==> config.mk <==
export PLATFORM = sky130hd
export DESIGN_NAME = regfile_scoreboard
export DESIGN_NICKNAME = d
export VERILOG_FILES = /design/src/rtl/regfile_scoreboard.sv
export SDC_FILE = /design/constraint.sdc
export NUM_CORES = 2
export LEC_CHECK = 0
export CAP_MARGIN = 10
export CORE_MARGIN = 2
export CORE_UTILIZATION = 60
export DETAILED_ROUTE_END_ITERATION = 8
export GPL_ROUTABILITY_DRIVEN = 0
export PLACE_DENSITY = 0.77
export SLEW_MARGIN = 0
export SYNTH_ARGS = -nofsm -noshare
export SYNTH_HDL_FRONTEND = slang
export SYNTH_SLANG_ARGS = --single-unit
==> constraint.sdc <==
create_clock -name i_aclk -period 6.11 [get_ports i_aclk]
set_clock_uncertainty 0.15 [all_clocks]
set_input_delay 1.222 -clock i_aclk [delete_from_list [all_inputs] [get_ports i_aclk]]
set_output_delay 1.222 -clock i_aclk [all_outputs]
set_load 0.05 [all_outputs]
==> src/rtl/regfile_scoreboard.sv <==
// regfile_scoreboard
//   Decode-stage register file with an integrated write scoreboard.
//   Register 0 reads as zero and ignores writes. Reads are combinational
//   with a same-cycle writeback bypass. Each register carries a busy bit
//   that is set when a register-writing instruction issues and cleared
//   when its writeback or cancel arrives. Issue readiness is computed
//   locally from the busy bits and the outstanding-write count.
//
// Ports
//   i_aclk          clock
//   i_reset         synchronous active-high reset
//   i_rd_addr       read address per port, port p at [p*AW +: AW]
//   i_rd_used       port p is a real source of the issuing instruction
//   o_rd_data       read data per port, port p at [p*DATA_SIZE +: DATA_SIZE]
//   o_rd_busy       addressed register still waiting for its writeback
//   i_issue_valid   instruction presented for issue
//   i_issue_wb      issuing instruction writes a register
//   i_issue_rdest   destination of the issuing instruction
//   o_issue_ready   no RAW/WAW hazard and room for another tracked write
//   i_wb            writeback valid
//   i_wb_addr       writeback register
//   i_wb_data       writeback data
//   i_cancel        squash the tracked write of a flushed instruction
//   i_cancel_addr   register whose busy bit is cancelled
//   o_busy_count    number of tracked outstanding writes
module regfile_scoreboard #(
  parameter int DATA_SIZE       = 32,
  parameter int NUM_REGS        = 32,
  parameter int NUM_RD_PORTS    = 2,
  parameter int MAX_OUTSTANDING = 8,
  localparam int AW = $clog2(NUM_REGS),
  localparam int CW = $clog2(MAX_OUTSTANDING + 1)
) (
  input  logic                              i_aclk,
  input  logic                              i_reset,
  input  logic [NUM_RD_PORTS*AW-1:0]        i_rd_addr,
  input  logic [NUM_RD_PORTS-1:0]           i_rd_used,
  output logic [NUM_RD_PORTS*DATA_SIZE-1:0] o_rd_data,
  output logic [NUM_RD_PORTS-1:0]           o_rd_busy,
  input  logic                              i_issue_valid,
  input  logic                              i_issue_wb,
  input  logic [AW-1:0]                     i_issue_rdest,
  output logic                              o_issue_ready,
  input  logic                              i_wb,
  input  logic [AW-1:0]                     i_wb_addr,
  input  logic [DATA_SIZE-1:0]              i_wb_data,
  input  logic                              i_cancel,
  input  logic [AW-1:0]                     i_cancel_addr,
  output logic [CW-1:0]                     o_busy_count
);

  logic [DATA_SIZE-1:0] r_regs [NUM_REGS];
  logic [NUM_REGS-1:0]  r_busy;
  logic [CW-1:0]        r_busy_count;

  logic [AW-1:0]        w_rd_addr [NUM_RD_PORTS];
  logic                 w_wb_hit;
  logic                 w_wb_clr;
  logic                 w_cn_clr;
  logic                 w_same_clr;
  logic [1:0]           w_num_clr;
  logic                 w_src_ok;
  logic                 w_waw_ok;
  logic                 w_cap_ok;
  logic                 w_tracked;
  logic [NUM_REGS-1:0]  w_busy_nxt;

  // Writeback to register 0 is discarded entirely, so it never bypasses
  // or clears anything.
  assign w_wb_hit   = i_wb && (i_wb_addr != '0);
  assign w_wb_clr   = w_wb_hit && r_busy[i_wb_addr];
  assign w_cn_clr   = i_cancel && r_busy[i_cancel_addr];
  // wb and cancel hitting the same busy register clear only one bit.
  assign w_same_clr = w_wb_clr && w_cn_clr && (i_wb_addr == i_cancel_addr);
  assign w_num_clr  = {1'b0, w_wb_clr} + {1'b0, w_cn_clr} - {1'b0, w_same_clr};

  always_comb begin
    o_rd_data = '0;
    o_rd_busy = '0;
    w_src_ok  = 1'b1;
    for (int unsigned p = 0; p < NUM_RD_PORTS; p++) begin
      w_rd_addr[p] = i_rd_addr[p*AW +: AW];
      if (w_rd_addr[p] == '0) begin
        o_rd_data[p*DATA_SIZE +: DATA_SIZE] = '0;
        o_rd_busy[p] = 1'b0;
      end else begin
        if (w_wb_hit && (i_wb_addr == w_rd_addr[p]))
          o_rd_data[p*DATA_SIZE +: DATA_SIZE] = i_wb_data;
        else
          o_rd_data[p*DATA_SIZE +: DATA_SIZE] = r_regs[w_rd_addr[p]];
        o_rd_busy[p] = r_busy[w_rd_addr[p]] &&
                       !(w_wb_hit && (i_wb_addr == w_rd_addr[p]));
      end
      if (i_rd_used[p] && o_rd_busy[p])
        w_src_ok = 1'b0;
    end
  end

  assign w_waw_ok = !(i_issue_wb && (i_issue_rdest != '0)) ||
                    !r_busy[i_issue_rdest] ||
                    (w_wb_hit && (i_wb_addr == i_issue_rdest));
  // A full scoreboard still accepts an issue when a slot frees this cycle.
  assign w_cap_ok = (r_busy_count < CW'(MAX_OUTSTANDING)) || w_wb_clr || w_cn_clr;

  assign o_issue_ready = w_src_ok && w_waw_ok && w_cap_ok;
  assign w_tracked     = i_issue_valid && o_issue_ready && i_issue_wb &&
                         (i_issue_rdest != '0);
  assign o_busy_count  = r_busy_count;

  // Clears applied before the set so a same-register issue leaves the bit on.
  always_comb begin
    w_busy_nxt = r_busy;
    if (w_wb_clr)  w_busy_nxt[i_wb_addr]     = 1'b0;
    if (w_cn_clr)  w_busy_nxt[i_cancel_addr] = 1'b0;
    if (w_tracked) w_busy_nxt[i_issue_rdest] = 1'b1;
  end

  always_ff @(posedge i_aclk) begin
    if (i_reset) begin
      for (int unsigned i = 0; i < NUM_REGS; i++)
        r_regs[i] <= '0;
      r_busy       <= '0;
      r_busy_count <= '0;
    end else begin
      if (w_wb_hit)
        r_regs[i_wb_addr] <= i_wb_data;
      r_busy       <= w_busy_nxt;
      r_busy_count <= r_busy_count + CW'(w_tracked) - CW'(w_num_clr);
    end
  end

endmodule
======== After elaboration in Yosys (flattened, before gate mapping) ========
Memory sizes are Yosys's and may differ from the RTL's.
Cells that the tools add are included.
word-level totals
  flip-flop bits (word level) ............. 36
  bits in writable memories ............... 1,024
  input port bits ......................... 65
  output and inout port bits .............. 71
  word-level logic and storage cells ...... 94
  memories ................................ 1
operators by class
  add/sub/neg operators ................... 4
  magnitude comparators ................... 9
  equality and inequality tests ........... 4
  muxes and demuxes ....................... 35
  bitwise gates (word level) .............. 5
  reduce and logical (&&, ||, !) cells .... 34
memory list
  name    words  bits a word  rd ports  clocked after memory_dff  write ports  line  source
  r_regs  32     32           2         0                         32           52    logic [DATA_SIZE-1:0] r_regs [NUM_REGS];
operator list
  operator              number
  $mux W32              8
  $and A32 B32 Y32      2
  $not A32 Y32          2
  $or A32 B32 Y32       1
  $reduce_or A32 Y1     1
  $lt A5 B6 Y1 const B  5
  $bmux W1 S5           5
  $logic_and A1 B1 Y1   21
  $eq A5 B5 Y1          4
  $mux W1               18
  $demux W1 S5          3
  $ge A5 B1 Y1 const B  3
  $logic_not A5 Y1      2
  $reduce_bool A5 Y1    2
  $mux W5               1
  $add A4 B1 Y4         1
  $logic_not A1 Y1      4
  $logic_or A1 B1 Y1    4
  $lt A4 B4 Y1 const B  1
  $sub A4 B2 Y4         1
  $add A1 B1 Y2         1
  $sub A2 B1 Y2         1

======== Logic depth before layout (Yosys ltp) ========
  depth in word-level cells ............... 16
  depth in mapped cells ................... 19
  mapped depth without buffers ............ 16

======== Worst setup path before layout ========
Ideal clock, no wire load.
  path type ............................... input to register
  from .................................... input port i_wb_addr[1]
  to ...................................... memory r_regs[12][0] (enable)
  library setup time ...................... 0.466 ns
  arrival time ............................ 4.882 ns
  setup slack ............................. 0.613 ns
  stages on the path ...................... 6
  buffers on the path ..................... 4
  cell sequence ........................... buf_4 buf_2 buf_2 or4_1 clkbuf_1 o21ai_0
RTL lines
  what         line  source
  from (decl)  45    input logic [AW-1:0] i_wb_addr,
  to (decl)    52

======== Final worst setup path ========
  from .................................... input port i_wb_addr[2]
  to ...................................... output port o_rd_data[30]
between the ends
  cells in the longest elaborated chain, start to end .. 5
  elaborated cells on any way between the ends .. 6
ends and longest elaborated chain
  what                   line  source
  $reduce_bool A5 Y1     70    assign w_wb_hit = i_wb && (i_wb_addr != '0);
  $logic_and A1 B1 Y1    70
  $logic_and A1 B1 Y1 *  87    if (w_wb_hit && (i_wb_addr == w_rd_addr[p]))
  $mux W32 *             87
  $mux W32 *             83    if (w_rd_addr[p] == '0) begin
  to (decl)              38    output logic [NUM_RD_PORTS*DATA_SIZE-1:0] o_rd_data,
Every way passes the cells marked *; elsewhere a longest branch is shown, timed or not.

==> impl_metrics.yaml <==
power:
  p_comb_frac: 0.166
  ir_worst_vdd_mv: 0.231
  pwr-share-seq: 0.463
  p_clk_frac: 0.371
  internal_power_mw: 13.7
  p_leak_nw: 22.9
  switchingPower_mw: 4.87
  switching_share: 0.263
  powerDensity_mw_per_mm2: 278
placed_design:
  dp_hpwl_mm: 116
  port_buffers: 135
  placed_area_mm2: 0.0630
sta:
  tns_ps: 0
  finalMaxSlewViolations: 0
  hold_violations: 0
  setup_viol: 0
  fmax_ghz: 0.168
  period_share: 0.972
  worst_pin_slew_ps: 1390
  period_needed_ps: 5940
  relSlewSlack: 0.0729
  rsz0062_at_grt: "no"
detailed_routing:
  drt_first_pass_iters: 9
  vias_per_cell: 7.32
  num_vias: 39100
  drt-initial-drc-count: 6752
  drc_errors: 0
  wl_per_cell_um: 35.5
  routed_wl_mm: 190
  antenna_left: 0
synthesis:
  ys_warn_count: 0
  synth_edf_count: 1024
  synth_common_cells: "edfxtp_1, and2_1, mux4_2"
  yosysMostFrequentCell: "edfxtp_1"
  synth_cells: 3904
  synth_area_mm2: 0.0585
  seq_area_frac_synth: 0.538
  syn_area_per_cell_um2: 15.0
  ys_ff_latch: 1060
  ys_types: 64
  synth_top_area_frac: 0.526
  yosys.area.top_type: "edfxtp_1"
  synth_flop_cell: "edfxtp_1"
  synth_area_leaders: "edfxtp_1, mux4_2, and2_1, mux2i_1, clkbuf_1"
  synthArstFlopShare: 0
clock_network:
  cts_tree: "done"
  h-tree-depth: 3
  cts_buffer_depth: 3
  postCtsSetupBuffers: 0
  clockRootBuffer: "clkbuf_16"
  path_clk_slew_ps: 60
  worst_skew_pair.late_latency_ps: 700
  cts-buffers-inserted: 112
  clock-sinks: 1060
floorplanning:
  start_util: 0.605
  die_h_um: 316
  pin_count: 136
  die_w_um: 316
  core-area_mm2: 0.0967
  row_count: 114
  dieArea_mm2: 0.100
worst_setup_path:
  cp.required_ps: 4740
  path_max_fanout: 66
  end_kind: "primary output"
  startpoint_type: "primary input"
  cp.arrival_ps: 4570
  critical_path_class: "primary input to primary output"
  r2r-end: "o_busy_count[2]"
  rr_worst_depth: 16
  regToRegStartpoint: "r_busy[21]"
  r2r_setup_slack_ps: 2120
global_route:
  grt-ovfl-total: 0
  grt_usage: 0.386
  grt_pass1_vias: 39500
  antenna_found_initial: 9
  grt_max_degree: 69
  grt_pass1_wl_mm: 273
min_path:
  min_from: "o_busy_count[0]"
  holdPathStages: 2
  hold_path_end: "o_busy_count[0]"
  hp-class: "flop to flop"
layout:
  nNetsFinal: 4038
  design_area_mm2: 0.0667
  utilization: 0.690
  syn_to_final_growth_pct: 14.0
  drive_gt1_frac: 0.283
outcome:
  run_status: "finished clean"
job:
  cap_violations: 0
-- stage by stage --
stage,instances,worst slack [ps],hold WS [ps],power [mW]
after floorplan,3935,613,338,10.4
after global placement,5127,323,442,11.7
after detailed placement,5127,254,445,11.7
after CTS,5338,232,453,18.4
after global routing,5342,56.3,489,18.9
final,5342,172,491,18.5
-- critical path, cell delays in order --
cell and delay [ps]:
clkdlybuf4s50_1 650, or3_1 510, o31ai_4 370, nor4_1 170, nand3_4 120, buf_12 260
nor2_1 70, a211oi_1 900, buf_12 230
-- placed cells by master, fill, tap and decap left out, drive strengths merged, types with 20 or more instances in the layout --
cell type | synthesis | final
mux4 | 589 | 589
conb | 1 | 32
o22ai | 33 | 33
dfxtp | 36 | 36
nor2b | 26 | 26
and2 | 992 | 992
nand2 | 71 | 71
inv | 20 | 20
a211oi | 43 | 43
mux2i | 162 | 162
o21ai | 88 | 88
a21oi | 21 | 21
o221ai | 37 | 37
clkinv | 0 | 53
nor2 | 96 | 96
mux2 | 21 | 21
clkdlybuf4s50 | 0 | 57
edfxtp | 1024 | 1024
buf | 107 | 287
clkbuf | 321 | 143
nand3 | 26 | 26
-- how the worst max path moves through the flow --
stage | to | depth (start not counted) | from | slack [ps]
2_1_floorplan | r_regs[12][0] | 6 | i_wb_addr[1] | 610
3_3_place_gp | o_rd_data[27] | 9 | i_wb_addr[2] | 320
3_5_place_dp | o_rd_data[27] | 9 | i_wb_addr[2] | 250
4_1_cts | o_rd_data[27] | 9 | i_wb_addr[2] | 230
5_1_grt | o_rd_data[30] | 9 | i_wb_addr[2] | 60
6_report | o_rd_data[30] | 9 | i_wb_addr[2] | 170
-- metal layers --
layer  routed length, µm  GRT usage  vias to the layer above
li1                    -          -                    15200
met1               63600      0.517                    19600
met2               85600      0.582                     3574
met3               28100      0.107                      697
met4               12300      0.210                        8
met5                  67          0                        -
-- logic make-up (layout without fill, tap and decap cells) --
family          count (synthesis)  after routing  share of synthesized area
other cells                     1             36                  0.0000641
simple gates                 1284           1284                      0.130
compound gates                307            307                     0.0368
xor+xnor                       24             24                    0.00359
flops                        1060           1060                      0.538
mux                           772            772                      0.258
fa+ha+maj                       8              8                    0.00184
buf+inv                       448            575                     0.0311
-- area by class of cell --
class / instances / area (µm²)
fillers: 6266 / 30000
flip-flops and latches: 1060 / 31500
multi-input cells: 2427 / 26000
repair buffers: 344 / 3930
clock inverters: 68 / 642
inverters: 20 / 78.8
well taps: 1276 / 1600
clock buffers: 143 / 3000
diodes: 4 / 10.0
-- flip-flops by register name (all words and copies together) (netlist names) --
register	count
r_busy	32
o_busy_count	4
r_regs	1024
-- power by group through the flow --
stage | Clock [mW] | Combinational, mW | Sequential, mW
2_1_floorplan | 0 | 1.75 | 8.68
3_3_place_gp | 0 | 2.99 | 8.67
3_5_place_dp | 0 | 3.01 | 8.71
4_1_cts | 6.86 | 3.03 | 8.56
5_1_grt | 7.13 | 3.15 | 8.61
6_report | 6.87 | 3.08 | 8.58
-- what timing repair did --
item,in CTS,in global routing
gates resized for setup,0,1
hold buffers,0,0
setup endpoints to repair,0,1
hold endpoints to repair,0,0
Power figures use the tool's default switching activity.
